File: config.mk
export PLATFORM = sky130hd
export DESIGN_NAME = load_store_unit
export DESIGN_NICKNAME = d
export VERILOG_FILES = /design/src/rtl/lsu_pkg.sv /design/src/rtl/lsu_align.sv /design/src/rtl/load_store_unit.sv
export SDC_FILE = /design/constraint.sdc
export NUM_CORES = 1
export LEC_CHECK = 0
export ABC_AREA = 1
export CORE_ASPECT_RATIO = 0.5
export CORE_UTILIZATION = 49
export DETAILED_ROUTE_END_ITERATION = 10
export HOLD_SLACK_MARGIN = 0.06
export PLACE_DENSITY = 0.95
export SYNTH_ARGS = -nofsm -noshare
export SYNTH_HDL_FRONTEND = slang
export SYNTH_HIERARCHICAL = 1
export SYNTH_SLANG_ARGS = --single-unit
File: constraint.sdc
create_clock -name clk -period 3.05 [get_ports clk]
set_clock_uncertainty 0.1 [all_clocks]
set_input_delay 0.305 -clock clk [delete_from_list [all_inputs] [get_ports clk]]
set_output_delay 0.305 -clock clk [all_outputs]
set_load 0.01 [all_outputs]
File: src/rtl/lsu_pkg.sv
// Shared types and width codes for the load/store unit: FSM states,
// fault causes, RISC-V funct3 encodings and the funct3 legality check.
package lsu_pkg;

  typedef enum logic [1:0] {
    IDLE = 2'd0,
    BUS  = 2'd1,
    DONE = 2'd2,
    ERR  = 2'd3
  } state_t;

  typedef enum logic [1:0] {
    FC_NONE           = 2'd0,
    FC_MISALIGNED     = 2'd1,
    FC_ILLEGAL_FUNCT3 = 2'd2,
    FC_BUS_TIMEOUT    = 2'd3
  } fault_cause_t;

  localparam logic [2:0] F3_B  = 3'b000;
  localparam logic [2:0] F3_H  = 3'b001;
  localparam logic [2:0] F3_W  = 3'b010;
  localparam logic [2:0] F3_BU = 3'b100;
  localparam logic [2:0] F3_HU = 3'b101;

  // Unsigned widths only exist for loads; stores accept B/H/W.
  function automatic logic funct3_legal(input logic is_store, input logic [2:0] funct3);
    case (funct3)
      F3_B, F3_H, F3_W: funct3_legal = 1'b1;
      F3_BU, F3_HU:     funct3_legal = !is_store;
      default:          funct3_legal = 1'b0;
    endcase
  endfunction

endpackage

File: src/rtl/lsu_align.sv
// Combinational lane steering: store byte enables and replicated write data,
// load byte/halfword extraction with sign/zero extension, and alignment check.
module lsu_align
  import lsu_pkg::*;
(
  input  logic [2:0]  i_funct3,
  input  logic [1:0]  i_addr_lo,
  input  logic [31:0] i_store_data,
  input  logic [31:0] i_mem_rdata,
  output logic [3:0]  o_be,
  output logic [31:0] o_wdata,
  output logic [31:0] o_load_ext,
  output logic        o_misaligned
);

  logic [7:0]  w_byte;
  logic [15:0] w_half;

  assign w_byte = i_mem_rdata[{i_addr_lo, 3'b000} +: 8];
  assign w_half = i_mem_rdata[{i_addr_lo[1], 4'b0000} +: 16];

  always_comb begin
    // NOTE: every output gets a default first so no path leaves one unassigned (no latch).
    o_be         = 4'b0000;
    o_wdata      = i_store_data;
    o_load_ext   = i_mem_rdata;
    o_misaligned = 1'b0;
    case (i_funct3)
      F3_B: begin
        o_be       = 4'b0001 << i_addr_lo;
        o_wdata    = {4{i_store_data[7:0]}};
        o_load_ext = {{24{w_byte[7]}}, w_byte};
      end
      F3_BU: o_load_ext = {24'd0, w_byte};
      F3_H: begin
        o_be         = 4'b0011 << {i_addr_lo[1], 1'b0};
        o_wdata      = {2{i_store_data[15:0]}};
        o_load_ext   = {{16{w_half[15]}}, w_half};
        o_misaligned = i_addr_lo[0];
      end
      F3_HU: begin
        o_load_ext   = {16'd0, w_half};
        o_misaligned = i_addr_lo[0];
      end
      F3_W: begin
        o_be         = 4'b1111;
        o_misaligned = |i_addr_lo;
      end
      default: ;
    endcase
  end

endmodule

File: src/rtl/load_store_unit.sv
// Multi-cycle load/store stage: decodes one access, runs it over a req/ack bus
// with a timeout, and returns extended load data or a one-cycle fault.
module load_store_unit
  import lsu_pkg::*;
#(
  parameter int unsigned TIMEOUT_CYCLES = 255
) (
  input  logic        clk,
  input  logic        reset,
  input  logic        lsu_valid,
  input  logic        is_store,
  input  logic [2:0]  funct3,
  input  logic [31:0] addr,
  input  logic [31:0] store_data,
  output logic        stall,
  output logic        done,
  output logic [31:0] load_data,
  output logic        fault,
  output logic [1:0]  fault_cause,
  output logic        mem_req,
  output logic        mem_we,
  output logic [31:0] mem_addr,
  output logic [3:0]  mem_be,
  output logic [31:0] mem_wdata,
  input  logic [31:0] mem_rdata,
  input  logic        mem_ack
);

  localparam int unsigned CNT_W = $clog2(TIMEOUT_CYCLES + 1);
  localparam logic [CNT_W-1:0] CNT_LAST = CNT_W'(TIMEOUT_CYCLES - 1);

  state_t             r_state, w_next_state;
  fault_cause_t       r_cause, w_next_cause;
  logic [CNT_W-1:0]   r_cnt;
  logic [31:0]        r_load_data;
  logic               r_mem_req, r_mem_we;
  logic [31:0]        r_mem_addr, r_mem_wdata;
  logic [3:0]         r_mem_be;
  logic [3:0]         w_be;
  logic [31:0]        w_wdata, w_load_ext;
  logic               w_misaligned;

  lsu_align u_align (
    .i_funct3     (funct3),
    .i_addr_lo    (addr[1:0]),
    .i_store_data (store_data),
    .i_mem_rdata  (mem_rdata),
    .o_be         (w_be),
    .o_wdata      (w_wdata),
    .o_load_ext   (w_load_ext),
    .o_misaligned (w_misaligned)
  );

  // Illegal funct3 is checked before alignment so it wins when both apply.
  always_comb begin
    w_next_state = r_state;
    w_next_cause = r_cause;
    case (r_state)
      IDLE: if (lsu_valid) begin
        if (!funct3_legal(is_store, funct3)) begin
          w_next_state = ERR;
          w_next_cause = FC_ILLEGAL_FUNCT3;
        end else if (w_misaligned) begin
          w_next_state = ERR;
          w_next_cause = FC_MISALIGNED;
        end else begin
          w_next_state = BUS;
        end
      end
      BUS: if (mem_ack) begin
        w_next_state = DONE;
      end else if (r_cnt == CNT_LAST) begin
        w_next_state = ERR;
        w_next_cause = FC_BUS_TIMEOUT;
      end
      default: w_next_state = IDLE;
    endcase
  end

  always_ff @(posedge clk) begin
    // NOTE: state registers use non-blocking assignments so all flops update together.
    if (reset) begin
      r_state     <= IDLE;
      r_cause     <= FC_NONE;
      r_cnt       <= '0;
      r_load_data <= '0;
      r_mem_req   <= 1'b0;
      r_mem_we    <= 1'b0;
      r_mem_addr  <= '0;
      r_mem_be    <= '0;
      r_mem_wdata <= '0;
    end else begin
      r_state <= w_next_state;
      r_cause <= w_next_cause;
      case (r_state)
        IDLE: if (w_next_state == BUS) begin
          r_mem_req   <= 1'b1;
          r_mem_we    <= is_store;
          r_mem_addr  <= {addr[31:2], 2'b00};
          r_mem_be    <= is_store ? w_be : 4'b0000;
          r_mem_wdata <= is_store ? w_wdata : 32'd0;
          r_cnt       <= '0;
          r_load_data <= '0;
        end
        BUS: if (w_next_state != BUS) begin
          r_mem_req   <= 1'b0;
          r_mem_we    <= 1'b0;
          r_mem_addr  <= '0;
          r_mem_be    <= '0;
          r_mem_wdata <= '0;
          if (mem_ack && !r_mem_we) r_load_data <= w_load_ext;
        end else begin
          r_cnt <= r_cnt + 1'b1;
        end
        default: ;
      endcase
    end
  end

  assign stall       = (r_state == IDLE && lsu_valid) || r_state == BUS;
  assign done        = (r_state == DONE) || (r_state == ERR);
  assign fault       = (r_state == ERR);
  assign fault_cause = (r_state == ERR) ? r_cause : FC_NONE;
  assign load_data   = (r_state == DONE) ? r_load_data : 32'd0;
  assign mem_req     = r_mem_req;
  assign mem_we      = r_mem_we;
  assign mem_addr    = r_mem_addr;
  assign mem_be      = r_mem_be;
  assign mem_wdata   = r_mem_wdata;

endmodule

Yosys cells after proc, flatten, opt, wreduce, memory -nomap -nowiden
Index checks and enable logic that the tools add are counted.
{"block": "totals", "regBits": 114, "output_inout_bits": 107, "elab_cells": 92, "input_bits": 104}
{"block": "op_classes", "eq_ne": 18, "shifts": 4, "add_sub_neg": 1, "reduce_logical": 17, "mux": 43}
{"op": "two-way mux 32 bit", "n": 8}
{"op": "case mux 32 bit (2 select lines)", "n": 4}
{"op": "case mux 32 bit (4 select lines)", "n": 1}
{"op": "variable part select 32 x 6 -> 16 bit", "n": 1}
{"op": "variable part select 32 x 6 -> 8 bit", "n": 1}
{"op": "two-way mux 2 bit", "n": 11}
{"op": "two-way mux 8 bit", "n": 2}
{"op": "case mux 8 bit (2 select lines)", "n": 1}
{"op": "!= test 2 bit (second input constant)", "n": 7}
{"op": "two-way mux 4 bit", "n": 3}
{"op": "case mux 4 bit (3 select lines)", "n": 1}
{"op": "adder 8 x 1 -> 8 bit (second input constant)", "n": 1}
{"op": "equality test 8 bit (second input constant)", "n": 1}
{"op": "case mux 1 bit (2 select lines)", "n": 4}
{"op": "case mux 2 bit (2 select lines)", "n": 2}
{"op": "case mux 4 bit (2 select lines)", "n": 1}
{"op": "equality test 3 bit (second input constant)", "n": 2}
{"op": "AND reduction 3 bit", "n": 2}
{"op": "OR reduction 2 bit", "n": 3}
{"op": "two-way mux 1 bit", "n": 5}
{"op": "AND reduction 5 bit", "n": 1}
{"op": "equality test 2 x 1 -> 1 bit (second input constant)", "n": 2}
{"op": "equality test 2 bit (second input constant)", "n": 2}
{"op": "AND reduction 4 bit", "n": 1}
{"op": "13 further kinds", "n": 16}

Longest topological paths before layout
Gate-level depths: netlist (run 1).
{"block": "logic_depth", "ltp_word": 11, "depth_mapped": 15, "depth_no_buf": 13}

Modules after synthesis
The synthesis (run 1) kept the hierarchy.
{"module": "load_store_unit", "cells_each": 695, "seq_area_each_um2": 2242.2, "area_each_um2": 4784.6, "instances": 1}
{"module": "lsu_align", "cells_each": 257, "seq_area_each_um2": 0.0, "area_each_um2": 1256.2, "instances": 1}

Worst setup path before layout (run 1)
No wires, ideal clock.
{"block": "synth_path", "kind": "input -> register", "start": "in funct3[0]", "end": "reg r_mem_wdata[10] (netlist: mem_wdata[10])", "path_slack_ns": 0.948, "cell_stages": 14, "path_buffers": 3, "setup_ns": 0.071, "arrival_ns": 1.932, "t_required_ns": 2.879, "cell_sequence": "buf_4 > nor3_1 > nand2_1 > o21ai_0 > inv_1 > nand2_1 > nand2_1 > nand3_2 > nand2_2 > nand3_2 > buf_4 > buf_4 > nand2_1 > a21oi_1"}
{"block": "synth_via", "elab_cells_between_ends": 25, "cone_classes": "8 x eq/ne; 12 x mux; 5 x reduce/logical"}
{"element": "start: declaration", "line_no": "load_store_unit.sv:12", "text": "input logic [2:0] funct3,"}
{"element": "equality test 3 x 1 -> 1 bit or equality test 3 bit (tied branches)", "line_no": "lsu_align.sv:28", "text": "case (i_funct3)"}
{"element": "OR reduction 2 bit (no line)"}
{"element": "case mux 1 bit (2 select lines) *", "line_no": "lsu_align.sv:28"}
{"element": "named net w_misaligned", "line_no": "load_store_unit.sv:41", "text": "logic w_misaligned;"}
{"element": "two-way mux 2 bit *", "line_no": "load_store_unit.sv:63", "text": "end else if (w_misaligned) begin"}
{"element": "two-way mux 2 bit *", "line_no": "load_store_unit.sv:60", "text": "if (!funct3_legal(is_store, funct3)) begin"}
{"element": "two-way mux 2 bit *", "line_no": "load_store_unit.sv:59", "text": "IDLE: if (lsu_valid) begin"}
{"element": "case mux 2 bit (2 select lines) *", "line_no": "load_store_unit.sv:58", "text": "case (r_state)"}
{"element": "!= test 2 x 1 -> 1 bit or equality test 2 x 1 -> 1 bit (tied branches)", "line_no": "load_store_unit.sv:105, load_store_unit.sv:96"}
{"element": "!= test 2 bit (no line)"}
{"element": "AND reduction 3 bit (no line) *"}
{"element": "end signal: assignment", "line_no": "load_store_unit.sv:101", "text": "r_mem_wdata <= is_store ? w_wdata : 32'd0;"}
{"element": "end: declaration", "line_no": "load_store_unit.sv:37", "text": "logic [31:0] r_mem_addr, r_mem_wdata;"}
The timed path passes the listed nets; every way through them passes the cells marked *. The select of a mux whose other input is x is not followed.
A chain may end at the register's enable or synchronous reset.

Worst setup path after layout (run 1)
{"block": "layout_path", "start": "reg r_state[1]", "end": "out load_data[5]"}
{"block": "layout_via", "elab_chain_len": 2}
{"element": "start: declaration", "line_no": "load_store_unit.sv:32", "text": "state_t r_state, w_next_state;"}
{"element": "start signal: assignment", "line_no": "load_store_unit.sv:93", "text": "r_state <= w_next_state;"}
{"element": "equality test 2 bit", "line_no": "load_store_unit.sv:124", "text": "assign load_data = (r_state == DONE) ? r_load_data : 32'd0;"}
{"element": "two-way mux 32 bit", "line_no": "load_store_unit.sv:124"}
{"element": "end: declaration", "line_no": "load_store_unit.sv:17", "text": "output logic [31:0] load_data,"}
No other way between the ends.

==> results.py, run 1 <==
metrics = {
    "status": {
        "status": "finished, final reports clean",
    },
    "drt": {
        "avgRoutedWirePerCell_um": 13.9,
        "wl_met1_um": 7400,
        "top_layer": "met4",
        "drc": 0,
        "via_per_inst": 5.20,
        "dr_wl_met2_um": 8570,
        "drt_iter0_drc": 480,
        "vias": 6690,
        "drtAntennaViolNets": 0,
        "first_pass_iters": 5,
        "wl_met3_um": 1370,
        "routed_wl_um": 17800,
    },
    "global_routing": {
        "antenna_found_initial": 0,
        "grt_pass1_wl_um": 28200,
        "grt_pass1_vias": 6107,
        "grt_util_all_layers_pct": 27.2,
        "grt_max_degree": 69,
        "gr-total-overflow": 0,
    },
    "logic_synthesis": {
        "syn_avg_cell_area_um2": 6.35,
        "yosys_warnings": 6,
        "ys_seq_area_share_pct": 37.1,
        "ys_ff_latch": 112,
        "synth_area_mm2": 0.00604,
        "yosysUniqueCellTypes": 36,
        "syn_inst": 952,
    },
    "sta": {
        "setup_tns_ps": 0,
        "rsz0062_at_grt": "no",
        "tightest_slew_ps": 693,
        "period_share_pct": 84.8,
        "finalCriticalPeriod_ps": 2590,
        "clock.fmax_mhz": 387,
        "hold_viol": 0,
        "slew_violations": 0,
        "relSlewSlack_pct": 53.7,
        "setup_viol": 0,
    },
    "clocking": {
        "cts_resized": 0,
        "post-cts-setup-buffers": 0,
        "clk_path_buf_depth": 2,
        "root_buffer": "clkbuf_16",
        "cts_tree": "done",
        "clock_latency_ps": 350,
        "htreeDepth": 3,
        "ctsHoldBuffers": 0,
        "cts_buffers": 9,
        "clkTransAtPathRegs_ps": 70,
        "cts_sinks": 112,
    },
    "layout": {
        "final_cell_mix": "nand2_1, clkdlybuf4s50_1, dfxtp_1",
        "drive_gt1_share_pct": 5.53,
        "final_util_pct": 70.1,
        "antenna_cells": 0,
        "nets": 1222,
        "syn2layout_area_growth_pct": 38.3,
        "layout_commonest_cell": "nand2_1",
    },
    "placement": {
        "globalplace.congestion": 0.948,
        "dpl.hpwl_um": 12800,
        "port_buffers": 208,
    },
    "die": {
        "die_w_um": 159,
        "io_pins": 211,
        "core_mm2": 0.0119,
        "die_y_um": 80.5,
        "die_area_mm2": 0.0128,
        "initial_utilization_pct": 50.7,
        "rows": 28,
    },
    "power": {
        "ir_drop_v": 0.000266,
        "power_switching_uw": 1270,
        "p_sw_share_pct": 32.7,
        "combPwrFrac_pct": 28.0,
        "seq_power_share_pct": 42.1,
        "power_density_mw_per_mm2": 464,
        "power.leakage_uw": 0.00347,
        "p_int_uw": 2610,
        "p_clk_share_pct": 29.9,
    },
    "critical_path": {
        "path_max_fanout": 22,
        "startpoint": "r_state[1]",
        "worstSetupStartpointType": "register",
        "arrival_ps": 2180,
        "r2r_end": "mem_wdata[0]",
        "worstPathRequired_ps": 2640,
        "reg2reg_from": "r_cnt[0]",
        "reg2reg_depth": 10,
        "endpoint_kind": "primary output",
        "worstSetupPathType": "reg2out",
        "crit_path_end": "load_data[5]",
        "reg2reg_slack_ps": 780,
    },
    "job": {
        "drv_cap": 0,
    },
    "min_path": {
        "hp-class": "in2reg",
    },
}
[per-layer routing]
metal	vias to the layer above	GRT usage, %
li1	3348	-
met5	-	0
met3	43	5.58
met4	0	11.5
met2	294	48.9
met1	3005	32.0
[cell usage after synthesis]
cell type / n / area (µm²)
a211oi_1: 1 / 7.51
a21o_1: 1 / 7.51
a21oi_1: 81 / 405
a21oi_2: 1 / 8.76
a21oi_4: 1 / 16.3
a221oi_1: 1 / 8.76
buf_2: 14 / 70.1
buf_4: 17 / 128
buf_6: 6 / 67.6
clkbuf_1: 33 / 124
clkinv_1: 2 / 7.51
clkinv_4: 1 / 8.76
conb_1: 1 / 3.75
dfxtp_1: 112 / 2240
ha_1: 2 / 25.0
inv_1: 65 / 244
inv_2: 10 / 37.5
inv_4: 2 / 12.5
nand2_1: 326 / 1220
nand2_2: 3 / 18.8
nand2_4: 3 / 33.8
nand2_8: 1 / 20.0
nand3_1: 101 / 505
nand3_2: 2 / 20.0
nand3_4: 2 / 35.0
nand3b_1: 1 / 7.51
nand4_1: 33 / 206
nor2_1: 100 / 375
nor2_2: 1 / 6.26
nor2_8: 1 / 20.0
nor3_1: 3 / 15.0
o21ai_0: 18 / 90.1
o21ai_1: 3 / 15.0
o21ai_2: 1 / 8.76
or2_2: 1 / 6.26
xor2_1: 1 / 8.76
[per-stage QoR]
step / setup WS [ps] / hold WS (ps) / area (µm²) / total power [µW] / instances
4_1_cts: 437 / 361 / 8360 / 3890 / 1286
5_1_grt: 272 / 381 / 8360 / 4080 / 1286
3_5_place_dp: 228 / 353 / 8070 / 2740 / 1270
3_3_place_gp: 323 / 348 / 8070 / 2710 / 1270
6_report: 463 / 359 / 8360 / 3880 / 1286
2_1_floorplan: 948 / 340 / 6040 / 2340 / 953
[how the worst min path moves through the flow]
stage,startpoint,endpoint,slack (ps),depth (start not counted)
3_3_place_gp,mem_addr[14],mem_addr[14],350,2
5_1_grt,mem_addr[21],mem_addr[21],380,2
3_5_place_dp,mem_wdata[22],mem_wdata[22],350,2
4_1_cts,reset,r_state[0],360,2
2_1_floorplan,r_cause[0],r_cause[0],340,2
6_report,reset,r_state[0],360,2
[final cells by class]
type	count	area [µm²]
Clock buffer	9	225
Clock inverter	7	62.6
Fill cell	974	3560
Inverter	80	310
Multi-Input combinational cell	691	3110
Sequential cell	112	2240
Tap cell	165	206
Timing Repair Buffer	222	2200
[power groups by stage]
| stage | registers (µW) | logic [µW] | clock network [µW] |
|---|---|---|---|
| floorplan | 1680 | 654 | 0 |
| global placement | 1660 | 1050 | 0 |
| detailed placement | 1670 | 1080 | 0 |
| CTS | 1630 | 1080 | 1180 |
| global route | 1640 | 1200 | 1230 |
| finish | 1630 | 1090 | 1160 |
[sequential cells by signal, summed over array words and instances (netlist names)]
| name | flops |
|---|---|
| r_cnt | 8 |
| mem_wdata | 32 |
| r_cause | 2 |
| mem_we | 1 |
| r_state | 2 |
| mem_be | 4 |
| mem_req | 1 |
| mem_addr | 30 |
| r_load_data | 32 |
[worst max-delay path, cell delays in order, from the launching register on]
cell and delay [ps]:
dfxtp_1 410, nand2_1 430, buf_4 350, nor2_1 100
clkdlybuf4s50_1 540
[kinds of logic after synthesis]
kind of cell | Yosys count | share of synthesized area, %
buffers and inverters | 150 | 11.6
flip-flops | 112 | 37.1
XOR/XNOR | 1 | 0.145
other | 1 | 0.0621
AO/OA/AOI/OAI | 108 | 9.40
AND/OR/NAND/NOR | 578 | 41.3
adder cells (fa/ha/maj) | 2 | 0.414
No activity file was read; power rests on OpenSTA's default activity.
==> run 2, diff against run 1 <==
- CORE_UTILIZATION: 49 -> 46
- PLACE_DENSITY: 0.95 -> 0.9
- clock period: 3.05 -> 2.4 ns (I/O delays scaled with it)
==> run 2 against run 1 <==
Setup slack got worse by 230 ps. Combinational power increased by 34%. Via count increased by 4.3%. Cell count increased by 1.8%. Highest routed layer unchanged. Critical endpoint is now mem_addr[10]. Sequential power increased by 28%. First-iteration DRC count increased by 19%. Sequential share of layout area decreased by 0.69 points. Cell area increased by 2.6%. Largest cell class unchanged.
==> results.py, run 2 (same netlist as run 1, synthesis figures left out) <==
metrics = {
    "global_routing": {
        "grt_util_all_layers_pct": 28.4,
        "antenna_found_initial": 0,
        "grt_pass1_vias": 6667,
        "grt_pass1_wl_um": 31300,
        "gr-total-overflow": 0,
        "grt_max_degree": 72,
    },
    "drt": {
        "via_per_inst": 5.33,
        "drc": 0,
        "drtAntennaViolNets": 0,
        "avgRoutedWirePerCell_um": 14.4,
        "first_pass_iters": 5,
        "routed_wl_um": 18800,
        "vias": 6979,
        "drt_iter0_drc": 572,
    },
    "sta": {
        "setup_slack_ps": 238,
        "clock.fmax_mhz": 462,
        "finalCriticalPeriod_ps": 2160,
        "rsz0062_at_grt": "no",
        "hold_viol": 0,
        "setup_viol": 0,
        "period_share_pct": 90.1,
        "slew_violations": 0,
        "fin_hold_ws_ps": 187,
        "setup_tns_ps": 0,
    },
    "layout": {
        "drive_gt1_share_pct": 6.94,
        "syn2layout_area_growth_pct": 41.9,
        "antenna_cells": 0,
        "fill_cells": 1053,
        "nets": 1240,
        "layout.cells.non_filler": 1309,
        "layout_commonest_cell": "nand2_1",
        "final_cell_mix": "nand2_1, clkdlybuf4s50_1, dfxtp_1",
    },
    "placement": {
        "post-place-ws_ps": -42.7,
        "dpl.hpwl_um": 13600,
        "dp_cells": 1293,
        "port_buffers": 208,
        "globalplace.congestion": 0.977,
    },
    "clocking": {
        "clock_latency_ps": 350,
        "post-cts-setup-buffers": 0,
        "cts_resized": 0,
        "cts_buffers": 9,
        "clk_path_buf_depth": 2,
        "root_buffer": "clkbuf_16",
        "cts_tree": "done",
        "ctsHoldBuffers": 0,
        "cts_sinks": 112,
        "htreeDepth": 3,
        "clkTransAtPathRegs_ps": 70,
    },
    "critical_path": {
        "worstSetupPathType": "in2reg",
        "endpoint_kind": "register",
        "worstSetupStartpointType": "input pin",
        "worstPathRequired_ps": 2570,
        "arrival_ps": 2340,
        "path_max_fanout": 68,
        "reg2reg_depth": 11,
    },
    "job": {
        "drv_cap": 0,
    },
    "die": {
        "io_pins": 211,
        "rows": 29,
        "core_mm2": 0.0127,
        "die_area_mm2": 0.0136,
        "die_w_um": 164,
        "die_y_um": 83.0,
        "initial_utilization_pct": 47.4,
    },
    "min_path": {
        "holdPathStages": 2,
        "hp-class": "in2reg",
    },
    "status": {
        "status": "finished, final reports clean",
    },
    "power": {
        "power.leakage_uw": 0.00359,
        "power_density_mw_per_mm2": 596,
        "ir_drop_v": 0.000411,
    },
}
-- run 2: cell types whose count changed in the layout (fill, tap and decap cells not counted), sizes merged --
cell      delta
clkbuf       +3
buf         +18
clkinvlp     -1
bufinv       +1
inv          -1
clkinv       -2
-- run 2: worst paths after layout --
path / to / slack [ps] / start
setup / recovery: mem_addr[10] / 240 / funct3[1]
hold / removal: mem_addr[31] / 190 / reset
setup reg to reg: mem_wdata[15] / 280 / r_cnt[0]
hold reg to reg: mem_addr[22] / 360 / mem_addr[22]
-- run 2: power breakdown --
group          internal (µW)  switching (µW)  total, µW
clock                    881             700       1580
sequential              2010            62.5       2080
combinational            627             831       1460
-- run 2: worst max-delay path, cell delays in order --
cell,delay [ps]
clkdlybuf4s50_1,500
inv_2,80
nor3_1,280
nand2_1,80
o21ai_0,100
inv_1,70
nand2_1,70
nand2_1,110
nand3_2,110
nand2_2,80
nand3_2,90
buf_12,270
nand2_1,90
a21oi_1,150
-- run 2: per-stage QoR --
stage / utilization [%] / power [µW] / area, µm²
floorplan: - / 2970 / 6040
global placement: 64.8 / 3510 / 8260
detailed placement: 64.8 / 3550 / 8260
CTS: 67.3 / 5140 / 8570
global route: 67.3 / 5400 / 8570
finish: 67.3 / 5110 / 8570
-- run 2: final cells by class --
class | instances | area, µm² | area share [%]
clock buffers | 12 | 256 | 2.99
clock inverters | 4 | 58.8 | 0.686
inverters | 80 | 310 | 3.62
multi-input cells | 691 | 3110 | 36.3
flip-flops and latches | 112 | 2240 | 26.1
well taps | 170 | 213 | 2.48
repair buffers | 240 | 2380 | 27.8
-- run 2: routing by layer --
metal,GRT usage [%],vias to the layer above,share of wire (%)
li1,-,3377,-
met1,33.9,3189,39
met2,48.6,343,49
met4,13.3,0,3.6
met3,5.74,70,8.5
met5,0,-,0
